<file path="src/rtl/noc_vc_merge_arbiter.sv">
// noc_vc_merge_arbiter: round-robin packet-locked arbiter merging virtual channels onto one path
module noc_vc_merge_arbiter #(
    parameter int CHANNELS = 4,
    parameter int PKT_MAX_FLITS = 16,
    localparam int IW = (CHANNELS > 1) ? $clog2(CHANNELS) : 1,
    localparam int CW = $clog2(PKT_MAX_FLITS + 1)
) (
    input  logic                noc_clk,
    input  logic                noc_rst,
    input  logic [CHANNELS-1:0] i_req,
    input  logic [CHANNELS-1:0] i_vc_ready,
    input  logic                i_fire,
    input  logic                i_tail,
    output logic [CHANNELS-1:0] o_vc_grant,
    output logic [IW-1:0]       o_grant_idx,
    output logic                o_locked,
    output logic                o_err
);
    typedef enum logic {IDLE, LOCK} state_t;
    state_t state, state_n;
    logic [CHANNELS-1:0] elig, grant_n;
    logic [IW-1:0] rr_ptr, ptr_n, idx_n, nxt_ptr, arb_ptr, win;
    logic [CW-1:0] cnt, cnt_n;
    logic found, rel, wd_exp, last_flit, err_n;
    assign elig = i_req & i_vc_ready;
    assign o_locked = (state == LOCK);
    assign last_flit = (cnt == CW'(PKT_MAX_FLITS - 1));
    assign rel = o_locked && i_fire && (i_tail || last_flit);
    assign wd_exp = o_locked && i_fire && !i_tail && last_flit;
    assign nxt_ptr = (o_grant_idx == IW'(CHANNELS - 1)) ? '0 : o_grant_idx + 1'b1;
    assign arb_ptr = rel ? nxt_ptr : rr_ptr;
    // first eligible VC at or above arb_ptr, scanning downward so the smallest offset wins
    always_comb begin
        win = '0;
        found = 1'b0;
        for (int k = CHANNELS - 1; k >= 0; k--) begin
            if (elig[(int'(arb_ptr) + k) % CHANNELS]) begin
                found = 1'b1;
                win = IW'((int'(arb_ptr) + k) % CHANNELS);
            end
        end
    end
    // next-state: arbitrate when idle or on release, otherwise hold the lock and count flits
    always_comb begin
        state_n = state;
        grant_n = o_vc_grant;
        idx_n = o_grant_idx;
        ptr_n = rr_ptr;
        cnt_n = cnt;
        err_n = o_err | wd_exp;
        if (state == IDLE || rel) begin
            state_n = found ? LOCK : IDLE;
            grant_n = found ? CHANNELS'(1) << win : '0;
            idx_n = found ? win : '0;
        end
        if (rel) begin
            ptr_n = nxt_ptr;
            cnt_n = '0;
        end else if (o_locked && i_fire) begin
            cnt_n = cnt + 1'b1;
        end
    end
    // state and output registers
    always_ff @(posedge noc_clk) begin
        if (noc_rst) begin
            state <= IDLE;
            rr_ptr <= '0;
            cnt <= '0;
            o_vc_grant <= '0;
            o_grant_idx <= '0;
            o_err <= 1'b0;
        end else begin
            state <= state_n;
            rr_ptr <= ptr_n;
            cnt <= cnt_n;
            o_vc_grant <= grant_n;
            o_grant_idx <= idx_n;
            o_err <= err_n;
        end
    end
endmodule

</file>
<file path="config.mk">
export PLATFORM = sky130hd
export DESIGN_NAME = noc_vc_merge_arbiter
export DESIGN_NICKNAME = d
export VERILOG_FILES = /design/src/rtl/noc_vc_merge_arbiter.sv
export SDC_FILE = /design/constraint.sdc
export NUM_CORES = 1
export LEC_CHECK = 0
export ABC_AREA = 1
export BUFFER_PORTS_ARGS = -buffer_cell sky130_fd_sc_hd__buf_2
export CORE_MARGIN = 10
export CORE_UTILIZATION = 35
export CTS_CLUSTER_SIZE = 20
export DETAILED_ROUTE_END_ITERATION = 8
export HOLD_SLACK_MARGIN = 0.12
export REMOVE_ABC_BUFFERS = 1
export SLEW_MARGIN = 20
export SYNTH_ARGS = -nofsm -noshare
export SYNTH_HDL_FRONTEND = slang
export SYNTH_SLANG_ARGS = --single-unit
</file>
<file path="constraint.sdc">
create_clock -name noc_clk -period 2.9 [get_ports noc_clk]
set_input_delay 0.58 -clock noc_clk [delete_from_list [all_inputs] [get_ports noc_clk]]
set_output_delay 0.58 -clock noc_clk [all_outputs]
set_load 0.02 [all_outputs]
</file>
* Word level (Yosys, flattened, before mapping) *
Index checks and enable logic that the tools add are counted.

storage, ports and cells
  output and inout port bits = 8
  word-level logic and storage cells = 59
  bits in registers = 15

operators by class
  bitwise operators = 6
  shift-type cells = 1
  equality and inequality tests = 2
  mux-type cells = 24
  order comparisons = 4
  reduce and logical (&&, ||, !) cells = 11
  add/subtract/negate cells = 5

operators with widths
  kind                 count
  $mux 2               7
  $lt 3x4->1 const B   3
  $mux 1               12
  $bmux 1 s2           4
  $reduce_or 2->1      4
  $add 5x1->5 const B  1
  $eq 5x4->1 const B   1
  $add 2x1->2 const B  2
  $add 2x2->2 const B  2
  $and 4x4->4          1
  $logic_and 1x1->1    4
  $mux 4               1
  $shl 1x2->4 const A  1
  $and 1x1->1 const A  3
  $lt 2x3->1 const B   1
  $eq 2x2->1 const B   1
  $logic_or 1x1->1     2
  $logic_not 1->1      1
  $not 1->1            1
  $or 1x1->1           1

* Longest topological paths before layout *
Gate-level depths: netlist of run 1.

  depth after elaboration = 16
  depth in mapped cells = 20
  mapped depth without buffers = 20

* Worst setup path after synthesis of run 1 *
Ideal clock, no wire load.

  kind = register to register
  start = reg cnt[0]
  end = reg o_grant_idx[1]
  data required time = 2.771 ns
  buffers on the path = 0
  setup time = 0.129 ns
  period minus slack after synthesis = 2.079 ns
  arrival = 1.950 ns
  setup slack = 0.821 ns
  cell stages (with the launch flop) = 18
  cells stage by stage = dfxtp_1 > ha_1 > inv_1 > nor3_1 > ha_1 > inv_1 > nand2_8 > nand2_8 > nand2_2 > nand2_4 > nand2_1 > nand2_1 > nand2_2 > and2_4 > a21oi_4 > nor2_1 > a21oi_1 > nor2_1

on the way
  longest elaborated chain between the ends = 13
  elaborated cells between the ends (all ways) = 28

ends and longest elaborated chain
  what                                                  line    source
  start, declared                                       23      logic [CW-1:0] cnt, cnt_n;
  start signal, assigned                                75      cnt <= cnt_n;
  $eq 5x4->1 (*)                                        27      assign last_flit = (cnt == CW'(PKT_MAX_FLITS - 1));
  $logic_or 1x1->1 (*)                                  28      assign rel = o_locked && i_fire && (i_tail || last_flit);
  $logic_and 1x1->1 (*)                                 28
  $mux 2                                                n/a
  $add 2x2->2                                           37, 39
  $bmux 1 s2                                            37      if (elig[(int'(arb_ptr) + k) % CHANNELS]) begin
  $mux 1 (implied by the code) (2 in a row)             37
  $mux 2 / $mux 1 (equally long branches) (4 in a row)  37
  $mux 2                                                54      idx_n = found ? win : '0;
  end signal, assigned                                  77      o_grant_idx <= idx_n;
  end, declared                                         15      output logic [IW-1:0] o_grant_idx,

Every way passes the cells marked *; elsewhere a longest branch is shown, timed or not. The select of a mux whose other input is x is not followed.
A chain may end at the register's enable or synchronous reset.

* Final worst setup path of run 1 *
Ends and elaborated chain as after synthesis.

==> results of run 1 <==
synthesized netlist by cell type, types with 2 or more instances:
library cell	count	area share, %
sky130_fd_sc_hd__nand2_1	47	17
sky130_fd_sc_hd__inv_1	23	8.2
sky130_fd_sc_hd__dfxtp_1	15	29
sky130_fd_sc_hd__nand2_2	11	6.6
sky130_fd_sc_hd__nand3_1	11	5.3
sky130_fd_sc_hd__nor2_1	10	3.6
sky130_fd_sc_hd__a21oi_1	7	3.3
sky130_fd_sc_hd__nand2_4	4	4.3
sky130_fd_sc_hd__ha_1	3	3.6
sky130_fd_sc_hd__and2_4	2	1.7
sky130_fd_sc_hd__nand2_8	2	3.8
sky130_fd_sc_hd__nand4_1	2	1.2
sky130_fd_sc_hd__o21ai_0	2	0.95
sky130_fd_sc_hd__o21ai_1	2	0.95
sky130_fd_sc_hd__xor2_1	2	1.7
cell type report:
type	instances	area, µm²	area share, %
Clock inverter	1	5.005	0.4149
Clock buffer	3	22.52	1.867
Inverter	24	97.59	8.091
Timing Repair Buffer	19	95.09	7.884
Multi-Input combinational cell	114	646.9	53.63
Sequential cell	15	300.3	24.90
Tap cell	31	38.79	3.216
final timing paths:
check | startpoint | endpoint | slack, ps | depth (start not counted)
setup / recovery | cnt[0]$_SDFFE_PP0N_ | o_grant_idx[1]$_SDFFE_PP0P_ | 610 | 19
hold / removal | o_vc_grant[1]$_SDFFE_PP0P_ | o_vc_grant[1]$_SDFFE_PP0P_ | 470 | 2
setup reg to reg | cnt[0]$_SDFFE_PP0N_ | o_grant_idx[1]$_SDFFE_PP0P_ | 610 | 19
hold reg to reg | o_vc_grant[1]$_SDFFE_PP0P_ | o_vc_grant[1]$_SDFFE_PP0P_ | 470 | 2
sequential cells by signal, summed over array words and instances, names as in the netlist:
signal	cells
rr_ptr	2
o_locked	1
cnt	5
o_vc_grant	4
o_grant_idx	2
o_err	1
stage by stage:
step / instances / util [%] / hold slack (ps)
4_1_cts: 207 / 43.00 / 477.2
5_1_grt: 207 / 43.00 / 500.0
6_report: 207 / 43.00 / 473.4
2_1_floorplan: 153 / - / 445.0
3_3_place_gp: 203 / 42.02 / 452.5
3_5_place_dp: 203 / 42.02 / 462.3
cells by family (layout without fill, tap and decap cells):
logic type | count (synthesis) | count (layout) | synth area share [%]
DFF | 15 | 15 | 28.64
and+or+nand+nor | 95 | 95 | 48.21
AOI/OAI and AO/OA | 14 | 14 | 8.235
buffers and inverters | 25 | 47 | 9.665
adders and majority gates | 3 | 3 | 3.580
xor gates and xnor gates | 2 | 2 | 1.671
power groups by stage:
| stage | clock [µW] | sequential, µW | combinational (µW) |
|---|---|---|---|
| floorplan | 0 | 280 | 207 |
| global placement | 0 | 257 | 298 |
| detailed placement | 0 | 258 | 301 |
| CTS | 128 | 254 | 303 |
| global route | 136 | 257 | 346 |
| finish | 123 | 253 | 300 |
worst reg2reg max path, stage by stage, from the launching register on:
cell and delay [ps]:
sky130_fd_sc_hd__dfxtp_1 380, sky130_fd_sc_hd__ha_1 180, sky130_fd_sc_hd__inv_1 50, sky130_fd_sc_hd__nor3_1 140
sky130_fd_sc_hd__ha_1 190, sky130_fd_sc_hd__inv_1 90, sky130_fd_sc_hd__nand2_8 100, sky130_fd_sc_hd__nand2_8 70
sky130_fd_sc_hd__nand2_4 80, sky130_fd_sc_hd__nand2_4 70, sky130_fd_sc_hd__nand2_1 90, sky130_fd_sc_hd__nand2_1 80
sky130_fd_sc_hd__nand2_1 70, sky130_fd_sc_hd__nand2_1 40, sky130_fd_sc_hd__nand2_1 50, sky130_fd_sc_hd__nand2_1 100
sky130_fd_sc_hd__a21oi_4 160, sky130_fd_sc_hd__nor2_1 70, sky130_fd_sc_hd__a21oi_1 120, sky130_fd_sc_hd__nor2_1 50
metal layers:
layer / up-vias / share of wire (%)
li1: 522 / -
met1: 443 / 48
met2: 21 / 44
met4: 0 / 0.18
met5: - / 0
met3: 2 / 8.4
==> out/qor_table.md, run 1 <==
| Result | This run | Unit |
|---|---|---|
| Max Slew Vio Count | 0 | - |
| CTS Hold Buffers Added | 0 | - |
| Area growth from synthesis to layout | 15.04 | % |
| Setup TNS Final | 0 | ps |
| Initial core utilization | 37.38 | % |
| Per-cell routed wire length | 11.04 | µm |
| Max capacitance violation total | 0 | - |
| Main flop type after synthesis | sky130_fd_sc_hd__dfxtp_1 | - |
| Synth cell types | 26 | - |
| Full die area | 0.005585 | mm² |
| Post-route standard cell area excluding fillers | 0.001206 | mm² |
| Clk Tree Root Cell | sky130_fd_sc_hd__clkbuf_4 | - |
| Maximum clock skew at final layout | 3.696 | ps |
| Vertical die dimension | 74.74 | µm |
| Portion of the post-synthesis area used by sequential elements | 28.64 | % |
| Maximum fanout along the worst path | 6 | - |
| Maximum level of the CTS H-tree | 1 | - |
| Post-CTS setup buffers | 0 | - |
| Unrepaired setup endpoints after global routing | false | - |
| Avg Vias per Cell | 4.773 | - |
| Slowest stage cell on the critical path | sky130_fd_sc_hd__dfxtp_1 | - |
| Nature of the critical path endpoint | flip-flop | - |
| Result of the run | finished, final reports clean | - |
| Least setup slack across all paths after layout | 613.8 | ps |
| Violation count after the first detailed-routing iteration | 39 | - |
| Total power | 675.6 | µW |
| Final setup vio count | 0 | - |
| Peak per-stage delay on the critical path | 380 | ps |
| Final antenna diode count | 0 | - |
| Mapped cell area | 0.001049 | mm² |
| Total congestion overflow | 0 | - |
| Proportion of power drawn by flip-flops and latches | 37.5 | % |
| CTS buffer count | 3 | - |
| Data arrival, critical path | 2470 | ps |
| Proportion of layout cells with a drive suffix above 1 | 27.27 | % |
| Fill cell count | 314 | - |
| Path category of the worst min-delay check | flip-flop to flip-flop | - |
| Met1 layer usage reported by global route | 11.82 | % |
| Syn. warnings | 0 | - |
| Global-route met2 utilization | 14.89 | % |
| Switching component of the power | 286.5 | µW |
| Die outline width | 74.74 | µm |
| Drt pass-1 iters | 4 | - |
| CTS tree | done | - |
| Power per unit of standard cell area | 560.1 | mW/mm² |
| Final Hold Viols | 0 | - |
| Vias in the first global route | 958 | - |
| Slew at the pin closest to its max-slew limit | 226.9 | ps |
| Max clock buf depth | 2 | - |
| Overall global routing resource usage | 9.370 | % |
| Post-Place Worst Slack | 630.2 | ps |
| Proportion of power drawn by combinational gates | 44.4 | % |
| Required time at the worst-slack endpoint | 3080 | ps |
| Met3 layer usage reported by global route | 4.336 | % |
| Syn Area/Cell | 6.808 | µm² |
| Fin crit share | 78.83 | % |
| Synthesis-stage register bit count | 15 | - |
| Count of input and output buffers | 19 | - |
| Busiest grt layer | met2 | - |
| Most frequent cells in the layout | 47 x sky130_fd_sc_hd__nand2_1, 23 x sky130_fd_sc_hd__inv_1, 19 x sky130_fd_sc_hd__buf_2 | - |
| Commonest non-fill, non-tap cell in the layout | sky130_fd_sc_hd__nand2_1 | - |
| Async set-or-reset flop fraction in the synthesized netlist | 0 | % |
| Most used cell along the critical path | sky130_fd_sc_hd__nand2_1 | - |
| CP bufs+invs | 2 | - |
| Number of enable-type register cells in the synthesized netlist | 0 | - |
| Clock Sinks | 15 | - |
| Cell internal pwr | 389.1 | µW |
| Antenna violations before repair | 0 | - |
| Worst slew margin | 84.85 | % |
| Clock latency reported for the late side of the worst-skew pair | 290 | ps |
| Standard cell area after detailed placement | 0.001179 | mm² |
| Quantity of gates resized following cts | 0 | - |
| Maximum vdd ir drop | 336.2 | µV |
| Final worst path period need | 2286 | ps |
| Setup CP Type | flip-flop to flip-flop | - |
| First-pass GRT wire length | 4298 | µm |
| Family of cells with the greatest summed delay on the critical path | simple AND/OR/NAND/NOR gates | - |
| Nature of the critical path startpoint | flip-flop | - |
| Part of the power in the clock network | 18.2 | % |
| Switching portion of total power | 42.41 | % |
| Cells traversed along the worst timing path | ha_1 > inv_1 > nor3_1 > ha_1 > inv_1 > nand2_8 > nand2_8 > nand2_4 > nand2_4 > nand2_1 > nand2_1 > nand2_1 > nand2_1 > nand2_1 > nand2_1 > a21oi_4 > nor2_1 > a21oi_1 > nor2_1 | - |
| Residual DRC | 0 | - |
| Post-detailed-placement half-perimeter wirelength | 1860 | µm |
| I/O pin count | 20 | - |
| Timing-limited maximum frequency | 437.4 | MHz |
| Number of core rows | 19 | - |
| Final weighted congestion of routability-driven global placement | 0.8584 | - |
| Antenna violation net count after detailed routing | 0 | - |
| Maximum number of pins on one net before global-route repair | 11 | - |
| Clock-pin slew reported for the worst setup and hold paths after clock tree synthesis | 90 | ps |
| Area of the core region | 0.002805 | mm² |
| DR vias | 988 | - |
| Final net count | 192 | - |
| Total length of routed wires | 2285 | µm |
| Standby leakage power | 0.0006250 | µW |
| Gate Count Post-Synth | 154 | - |
No activity file was read; power rests on OpenSTA's default activity.
==> run 2, diff against run 1 <==
--- a/config.mk
+++ b/config.mk
@@ -5,7 +5,7 @@
 export SDC_FILE = /design/constraint.sdc
 export NUM_CORES = 1
 export LEC_CHECK = 0
-export ABC_AREA = 1
+export ABC_AREA = 0
 export BUFFER_PORTS_ARGS = -buffer_cell sky130_fd_sc_hd__buf_2
 export CORE_MARGIN = 10
 export CORE_UTILIZATION = 35
==> constraint.sdc (replaced) <==
create_clock -name noc_clk -period 2.1 [get_ports noc_clk]
set_input_delay 0.42 -clock noc_clk [delete_from_list [all_inputs] [get_ports noc_clk]]
set_output_delay 0.42 -clock noc_clk [all_outputs]
set_load 0.02 [all_outputs]
==> out/qor_table.md, run 2 <==
| Result | This run | Unit | Change |
|---|---|---|---|
| Overall global routing resource usage | 10.10 | % | +0.73 points |
| Timing-limited maximum frequency | 437.4 | MHz | about the same |
| Drt pass-1 iters | 4 | - | unchanged |
| Cells traversed along the worst timing path | ha_4 > and3_4 > ha_4 > o211ai_4 > buf_6 > buf_6 > buf_6 > nand3b_1 > a31oi_4 > a211oi_4 > a32o_1 | - |  |
| Max Slew Vio Count | 0 | - | unchanged |
| Maximum fanout along the worst path | 5 | - | -1 |
| Area of the core region | 0.002233 | mm² | -20% |
| Clock Sinks | 15 | - | unchanged |
| Portion of the post-synthesis area used by sequential elements | 36.31 | % | +7.7 points |
| Unrepaired setup endpoints after global routing | true | - |  |
| CTS tree | done | - |  |
| Combined area of the multi-input logic cells | 568.0 | µm² | -12% |
| Max reg flops | 5 | - | unchanged |
| Count of input and output buffers | 19 | - | unchanged |
| Share of the synthesized area in the top cell type | 36.31 | % | +7.7 points |
| Largest reg by FF count | cnt | - |  |
| Total length of routed wires | 2250 | µm | -1.5% |
| Fin crit share | 108.9 | % | +30 points |
| Slew at the pin closest to its max-slew limit | 435.1 | ps | +208.1 ps |
| Crit. Startpoint | cnt[0]$_SDFFE_PP0N_ | - |  |
| Nature of the critical path startpoint | flip-flop | - |  |
| Maximum vdd ir drop | 386.0 | µV | +15% |
| Number of placed instances with taps included | 152 | - | -25% |
| Dominant cell by count in the synthesized netlist | sky130_fd_sc_hd__dfxtp_1 | - |  |
| CTS buffer count | 3 | - | unchanged |
| Startpoint of the worst register-to-register path | cnt[0]$_SDFFE_PP0N_ | - |  |
| Max capacitance violation total | 0 | - | unchanged |
| Final worst path period need | 2286 | ps | +0.3190 ps |
| Final setup vio count | 6 | - | +6 |
| Syn. warnings | 0 | - | unchanged |
| Biggest regs | cnt: 5 flops, o_vc_grant: 4 flops | - |  |
| Most frequent cells in the layout | 19 x sky130_fd_sc_hd__buf_2, 14 x sky130_fd_sc_hd__buf_4, 13 x sky130_fd_sc_hd__nand2_1, 13 x sky130_fd_sc_hd__dfxtp_1, 11 x sky130_fd_sc_hd__nor2_1 | - |  |
| Required time at the worst-slack endpoint | 2330 | ps | -750 ps |
| Cell internal pwr | 448.4 | µW | +15% |
| Failing checks | negative setup slack | - |  |
| Fill cell count | 216 | - | -31% |
| Maximum clock skew at final layout | 2.720 | ps | -0.9755 ps |
| Cell types with the largest area share after synthesis | sky130_fd_sc_hd__dfxtp_1 36%, sky130_fd_sc_hd__nand2_1 5.9%, sky130_fd_sc_hd__nor2_1 5.4% | - |  |
| Part of the power in the clock network | 25.2 | % | +7.0 points |
| I/O pin count | 20 | - | unchanged |
| Number of core rows | 17 | - | -2 |
| Endpoint of the worst register-to-register path | o_vc_grant[2]$_SDFFE_PP0P_ | - |  |
| Ranking of synthesized cells by instance count | 15 x sky130_fd_sc_hd__dfxtp_1, 13 x sky130_fd_sc_hd__nand2_1, 12 x sky130_fd_sc_hd__nor2_1 | - |  |
| Per-cell routed wire length | 13.98 | µm | +27% |
| Worst slew margin | 70.77 | % | -14 points |
| Least setup slack across all paths after layout | -186.5 | ps | -800.3 ps |
| Antenna violation net count after detailed routing | 0 | - | unchanged |
| Main flop type after synthesis | sky130_fd_sc_hd__dfxtp_1 | - |  |
| Source of the worst hold timing path | noc_rst | - |  |
| Final antenna diode count | 0 | - | unchanged |
| Area growth from synthesis to layout | 45.08 | % |  |
| Peak per-stage delay on the critical path | 350 | ps | -30 ps |
| Vertical die dimension | 68.61 | µm | -8.2% |
| Most area-hungry cell type in the Yosys netlist | sky130_fd_sc_hd__dfxtp_1 | - |  |
| Maximum number of pins on one net before global-route repair | 10 | - | -1 |
| Number of enable-type register cells in the synthesized netlist | 0 | - | unchanged |
| Initial core utilization | 37.03 | % | -0.35 points |
| Power per unit of standard cell area | 535.0 | mW/mm² | -4.5% |
| Synth cell types | 36 | - | +38% |
| Switching component of the power | 193.6 | µW | -32% |
| Finished Layout Cells | 161 | - | -22% |
| Standby leakage power | 0.0005174 | µW | -17% |
| Commonest non-fill, non-tap cell in the layout | sky130_fd_sc_hd__buf_2 | - |  |
| Proportion of power drawn by flip-flops and latches | 48.4 | % | +11 points |
| First-pass GRT wire length | 3663 | µm | -15% |
| DR vias | 813 | - | -18% |
| Maximum level of the CTS H-tree | 1 | - | unchanged |
| Vias in the first global route | 837 | - | -13% |
| Violation count after the first detailed-routing iteration | 29 | - | -26% |
| Final weighted congestion of routability-driven global placement | 0.7764 | - | -9.6% |
| Syn Area/Cell | 8.706 | µm² | +28% |
| Synthesis-stage register bit count | 15 | - | unchanged |
| Most used cell along the critical path | sky130_fd_sc_hd__buf_6 | - |  |
| Destination of the critical timing path | o_vc_grant[2]$_SDFFE_PP0P_ | - |  |
| Setup CP Type | flip-flop to flip-flop | - |  |
| Avg Vias per Cell | 5.050 | - | +5.8% |
| Path category of the worst min-delay check | input pin to flip-flop | - |  |
| Max clock buf depth | 2 | - | unchanged |
| Async set-or-reset flop fraction in the synthesized netlist | 0 | % | unchanged |
| Depth of the worst register-to-register path | 11 | - | -8 |
| Proportion of layout cells with a drive suffix above 1 | 46.62 | % | +19 points |
| Die outline width | 68.61 | µm | -8.2% |
| Result of the run | finished, violations left | - |  |
| Full die area | 0.004707 | mm² | -16% |
| Final Hold Viols | 0 | - | unchanged |
| Final net count | 149 | - | -22% |
| Clock-pin slew reported for the worst setup and hold paths after clock tree synthesis | 90 | ps | about the same |
| Antenna violations before repair | 0 | - | unchanged |
| Total congestion overflow | 0 | - | unchanged |
| Gate Count Post-Synth | 95 | - | -38% |
| Post-detailed-placement half-perimeter wirelength | 1570 | µm | -16% |
| Nature of the critical path endpoint | flip-flop | - |  |
| Proportion of power drawn by combinational gates | 26.4 | % | -18 points |
| Data arrival, critical path | 2510 | ps | +40 ps |
| Mapped cell area | 827.0 | µm² | -21% |
| Worst slack on hold paths | 397.0 | ps | -76.33 ps |
| Register cell area after layout | 302.8 | µm² | +0.83% |
| Slowest stage cell on the critical path | sky130_fd_sc_hd__dfxtp_2 | - |  |
| Switching portion of total power | 30.15 | % | -12 points |
| Residual DRC | 0 | - | unchanged |
| Clock latency reported for the late side of the worst-skew pair | 280 | ps | about the same |
| Register-to-register setup slack | -190 | ps | -800 ps |
| Clk Tree Root Cell | sky130_fd_sc_hd__clkbuf_4 | - |  |
==> run 2: changes by cell type after synthesis, moves of 3 or more <==
cell	before	now
sky130_fd_sc_hd__a21oi_1	7	2
sky130_fd_sc_hd__mux2i_1	0	3
sky130_fd_sc_hd__inv_1	23	4
sky130_fd_sc_hd__nand2_2	11	0
sky130_fd_sc_hd__nand2_1	47	13
sky130_fd_sc_hd__and2_1	0	3
sky130_fd_sc_hd__a32o_1	0	3
sky130_fd_sc_hd__nand3_1	11	2
sky130_fd_sc_hd__nand2_4	4	0
==> run 2: worst min-delay path by stage <==
stage,end,slack (ps),depth (start not counted)
after detailed placement,o_vc_grant[0]$_SDFFE_PP0P_,440,2
after global placement,o_vc_grant[0]$_SDFFE_PP0P_,440,2
after floorplan,cnt[4]$_SDFFE_PP0N_,470,2
after CTS,rr_ptr[0]$_SDFF_PP0_,390,2
final,rr_ptr[0]$_SDFF_PP0_,400,2
after global routing,rr_ptr[1]$_SDFF_PP0_,390,2
==> run 2: kinds of logic after synthesis <==
group           share of synthesized area, %
compound gates                         21.79
xor+xnor                               4.237
fa+ha+maj                              4.539
flops                                  36.31
buf+inv                                4.991
simple gates                           23.15
mux                                    4.992
==> run 2: per-layer routing <==
metal / global-route usage (%) / share of wire (%)
met1: 11.16 / 41
met2: 17.74 / 51
met3: 3.060 / 6.9
met4: 3.769 / 1.3
met5: 0 / 0
==> run 2: power by group through the flow <==
stage | registers (µW) | logic, µW | clock network (µW)
floorplan | 324 | 79.3 | 0
finish | 311 | 170 | 162
detailed placement | 315 | 142 | 0
global placement | 314 | 140 | 0
CTS | 309 | 156 | 169
global route | 314 | 186 | 189
==> run 2: area by class of cell <==
cell class	count	share of cell area [%]
timing repair buffer	36	19.50
inverter	5	2.711
clock inverter	1	0.4171
clock buffer	3	1.877
sequential	15	25.23
multi-input combinational	73	47.34
tap	28	2.920
==> run 2: critical path, delay by kind of cell, from the launching register on <==
kind / cells / cell delay [ps]
flops: 1 / 350
fa+ha+maj: 2 / 330
compound gates: 4 / 920
simple gates: 2 / 300
buf+inv: 3 / 340
==> run 2: repair_timing <==
action / 4_1_cts / 5_1_grt
endpoints found under the setup margin: 6 / 6
resized for setup: 11 / 10
pin swaps: 10 / 9
hold buffers: 0 / 0
buffers inserted: 4 / 1
==> run 2: metrics by stage <==
stage / setup WS (ps) / TNS (ps) / power, µW / cell area [µm²] / utilization [%]
after detailed placement: -394.1 / -2099 / 457.0 / 1039 / 46.50
after global routing: -282.8 / -1400 / 689.2 / 1200 / 53.73
after CTS: -159.3 / -657.3 / 633.8 / 1145 / 51.26
after floorplan: -313.4 / -1574 / 403.4 / 818.3 / -
final: -186.5 / -852.7 / 642.0 / 1200 / 53.73
after global placement: -342.4 / -1736 / 454.6 / 1039 / 46.50
==> run 3, diff against run 2 <==
--- a/config.mk
+++ b/config.mk
@@ -5,14 +5,16 @@
 export SDC_FILE = /design/constraint.sdc
 export NUM_CORES = 1
 export LEC_CHECK = 0
-export ABC_AREA = 0
+export ABC_AREA = 1
 export BUFFER_PORTS_ARGS = -buffer_cell sky130_fd_sc_hd__buf_2
 export CORE_MARGIN = 10
 export CORE_UTILIZATION = 35
+export CTS_BUF_LIST = sky130_fd_sc_hd__clkbuf_4 sky130_fd_sc_hd__clkbuf_8 sky130_fd_sc_hd__clkbuf_16
 export CTS_CLUSTER_SIZE = 20
 export DETAILED_ROUTE_END_ITERATION = 8
 export HOLD_SLACK_MARGIN = 0.12
 export REMOVE_ABC_BUFFERS = 1
+export SETUP_SLACK_MARGIN = 0.15
 export SLEW_MARGIN = 20
 export SYNTH_ARGS = -nofsm -noshare
 export SYNTH_HDL_FRONTEND = slang
==> out/qor_table.md, run 3 (synthesis results as in run 1) <==
| Result | This run | Unit | Change |
|---|---|---|---|
| Residual DRC | 0 | - | unchanged |
| Worst slew margin | 83.90 | % | +13 points |
| Full die area | 0.005585 | mm² | +19% |
| Number of core rows | 19 | - | +2 |
| Startpoint of the worst register-to-register path | cnt[0]$_SDFFE_PP0N_ | - |  |
| Post-route standard cell area excluding fillers | 0.001434 | mm² | +19% |
| Clock latency reported for the late side of the worst-skew pair | 280 | ps | about the same |
| Maximum number of pins on one net before global-route repair | 11 | - | +1 |
| Vertical die dimension | 74.74 | µm | +8.9% |
| Most used cell along the critical path | sky130_fd_sc_hd__nand2_2 | - |  |
| Overall global routing resource usage | 9.806 | % | -0.30 points |
| Final Hold Viols | 0 | - | unchanged |
| Initial core utilization | 37.38 | % | +0.35 points |
| Antenna violation net count after detailed routing | 0 | - | unchanged |
| Clock-pin slew reported for the worst setup and hold paths after clock tree synthesis | 80 | ps | about the same |
| Final antenna diode count | 0 | - | unchanged |
| Post-detailed-placement half-perimeter wirelength | 1964 | µm | +25% |
| Total congestion overflow | 0 | - | unchanged |
| Violation count after the first detailed-routing iteration | 24 | - | -17% |
| Unrepaired setup endpoints after global routing | true | - |  |
| Max reg flops | 5 | - | unchanged |
| Maximum level of the CTS H-tree | 1 | - | unchanged |
| Required time at the worst-slack endpoint | 2280 | ps | -50 ps |
| Slowest stage cell on the critical path | sky130_fd_sc_hd__dfxtp_2 | - |  |
| Result of the run | finished, violations left | - |  |
| Total power | 1051 | µW | +64% |
| Peak per-stage delay on the critical path | 360 | ps | about the same |
| Path category of the worst min-delay check | input pin to flip-flop | - |  |
| Final setup vio count | 4 | - | -2 |
| Final weighted congestion of routability-driven global placement | 0.8208 | - | +5.7% |
| CTS tree | done | - |  |
| Count of input and output buffers | 19 | - | unchanged |
| Max Slew Vio Count | 0 | - | unchanged |
| I/O pin count | 20 | - | unchanged |
| Maximum clock skew at final layout | 2.033 | ps | -0.6871 ps |
| Power per unit of standard cell area | 732.7 | mW/mm² | +37% |
| Fill cell count | 267 | - | +24% |
| Proportion of layout cells with a drive suffix above 1 | 48.92 | % | +2.3 points |
| Source of the worst hold timing path | noc_rst | - |  |
| Total length of routed wires | 2551 | µm | +13% |
| Final net count | 202 | - | +36% |
| Failing checks | negative setup slack | - |  |
| Timing-limited maximum frequency | 472.4 | MHz | +8.0% |
| Die outline width | 74.74 | µm | +8.9% |
| Crit. Startpoint | cnt[0]$_SDFFE_PP0N_ | - |  |
| Drt pass-1 iters | 4 | - | unchanged |
| Largest reg by FF count | cnt | - |  |
| Finished Layout Cells | 217 | - | +35% |
| Biggest regs | cnt: 5 flops, o_vc_grant: 4 flops | - |  |
| Cells traversed along the worst timing path | ha_4 > inv_2 > nor3_2 > ha_2 > inv_2 > nand2_8 > nand2_8 > nand2_2 > nand2_4 > nand2_2 > nand2_2 > nand2_1 > nand2_1 > nand2_2 > nand2_4 > a21oi_4 > nor2_2 > a21oi_1 > nor2_1 | - |  |
| CTS buffer count | 3 | - | unchanged |
| Area of the core region | 0.002805 | mm² | +26% |
| Standard cell area after detailed placement | 0.001231 | mm² | +19% |
| Avg Vias per Cell | 4.793 | - | -5.1% |
| Commonest non-fill, non-tap cell in the layout | sky130_fd_sc_hd__nand2_1 | - |  |
| Setup TNS Final | -40.39 | ps | +812.3 ps |
| Nature of the critical path startpoint | flip-flop | - |  |
| Max capacitance violation total | 0 | - | unchanged |
| Least setup slack across all paths after layout | -16.91 | ps | +169.6 ps |
| Nature of the critical path endpoint | flip-flop | - |  |
| Maximum vdd ir drop | 497.2 | µV | +29% |
| Standby leakage power | 0.0007037 | µW | +36% |
| Vias in the first global route | 1072 | - | +28% |
| First-pass GRT wire length | 4429 | µm | +21% |
| Clk Tree Root Cell | sky130_fd_sc_hd__clkbuf_4 | - |  |
| Number of placed instances with taps included | 210 | - | +38% |
| Fin crit share | 100.8 | % | -8.1 points |
| Per-cell routed wire length | 11.76 | µm | -16% |
| Max clock buf depth | 2 | - | unchanged |
| DR vias | 1040 | - | +28% |
| Final worst path period need | 2117 | ps | -169.6 ps |
| Clock Sinks | 15 | - | unchanged |
| Area growth from synthesis to layout | 36.75 | % |  |
| Maximum fanout along the worst path | 5 | - | unchanged |
| Slew at the pin closest to its max-slew limit | 241.2 | ps | -193.9 ps |
| CTS Hold Buffers Added | 0 | - | unchanged |
| Most frequent cells in the layout | 32 x sky130_fd_sc_hd__nand2_1, 20 x sky130_fd_sc_hd__inv_1, 20 x sky130_fd_sc_hd__nand2_2 | - |  |
| Antenna violations before repair | 0 | - | unchanged |
| Data arrival, critical path | 2290 | ps | -220 ps |
| Setup CP Type | flip-flop to flip-flop | - |  |
[run 3: cell count changes in the layout (fill, tap and decap cells not counted), sizes merged, moves of 3 or more]
cell   before  now
a32o        3    0
a21oi       2    9
nand3       2   13
mux2i       3    0
nand2      13   64
inv         4   24
buf        36   29
[run 3: timing repair]
item / in CTS / in global routing
resized for setup: 35 / 8
setup buffers: 3 / 0
pin swaps: 12 / 9
endpoints found under the hold margin: 0 / 0
setup endpoints to repair: 7 / 7
[run 3: report_power, final]
group | switching [µW] | internal (µW) | total, µW
Clock | 86.7 | 86.7 | 173
Sequential | 30.3 | 321 | 351
Combinational | 326 | 200 | 526
Total | 443 | 607 | 1050
[run 3: area by class of cell]
class                           instances  area (µm²)  share of cell area, %
Multi-Input combinational cell        114       794.5                  55.41
Sequential cell                        15       302.8                  21.12
Timing Repair Buffer                   29       170.2                  11.87
Tap cell                               31       38.79                  2.705
Inverter                               24       97.59                  6.806
Clock buffer                            4       30.03                  2.094
[run 3: critical path, delay by kind of cell (launching register included)]
kind	cells	cell delay [ps]
compound gates	2	280
buf+inv	2	100
simple gates	13	940
fa+ha+maj	2	340
flops	1	360
[run 3: through the flow]
step                      utilization, %  hold WS (ps)  worst slack (ps)
after floorplan                        -         445.0             36.08
after global placement             43.89         452.3            -79.20
after detailed placement           43.89         458.9            -139.6
after CTS                          49.51         425.7            -3.803
after global routing               51.12         443.8            -186.2
final                              51.12         447.8            -16.91
[run 3: routing by layer]
metal,track usage (%),part of all wire [%],vias up
li1,-,-,540
met1,10.56,43,479
met2,17.39,48,19
met3,4.731,8.0,2
met4,1.471,0.31,0
met5,0,0,-
[run 3: worst paths after layout]
check | cells after the start | endpoint | slack (ps)
hold / removal | 2 | o_grant_idx[0]$_SDFFE_PP0P_ | 450
hold reg to reg | 2 | o_vc_grant[1]$_SDFFE_PP0P_ | 460
setup reg to reg | 19 | o_grant_idx[1]$_SDFFE_PP0P_ | -20
setup / recovery | 19 | o_grant_idx[1]$_SDFFE_PP0P_ | -20
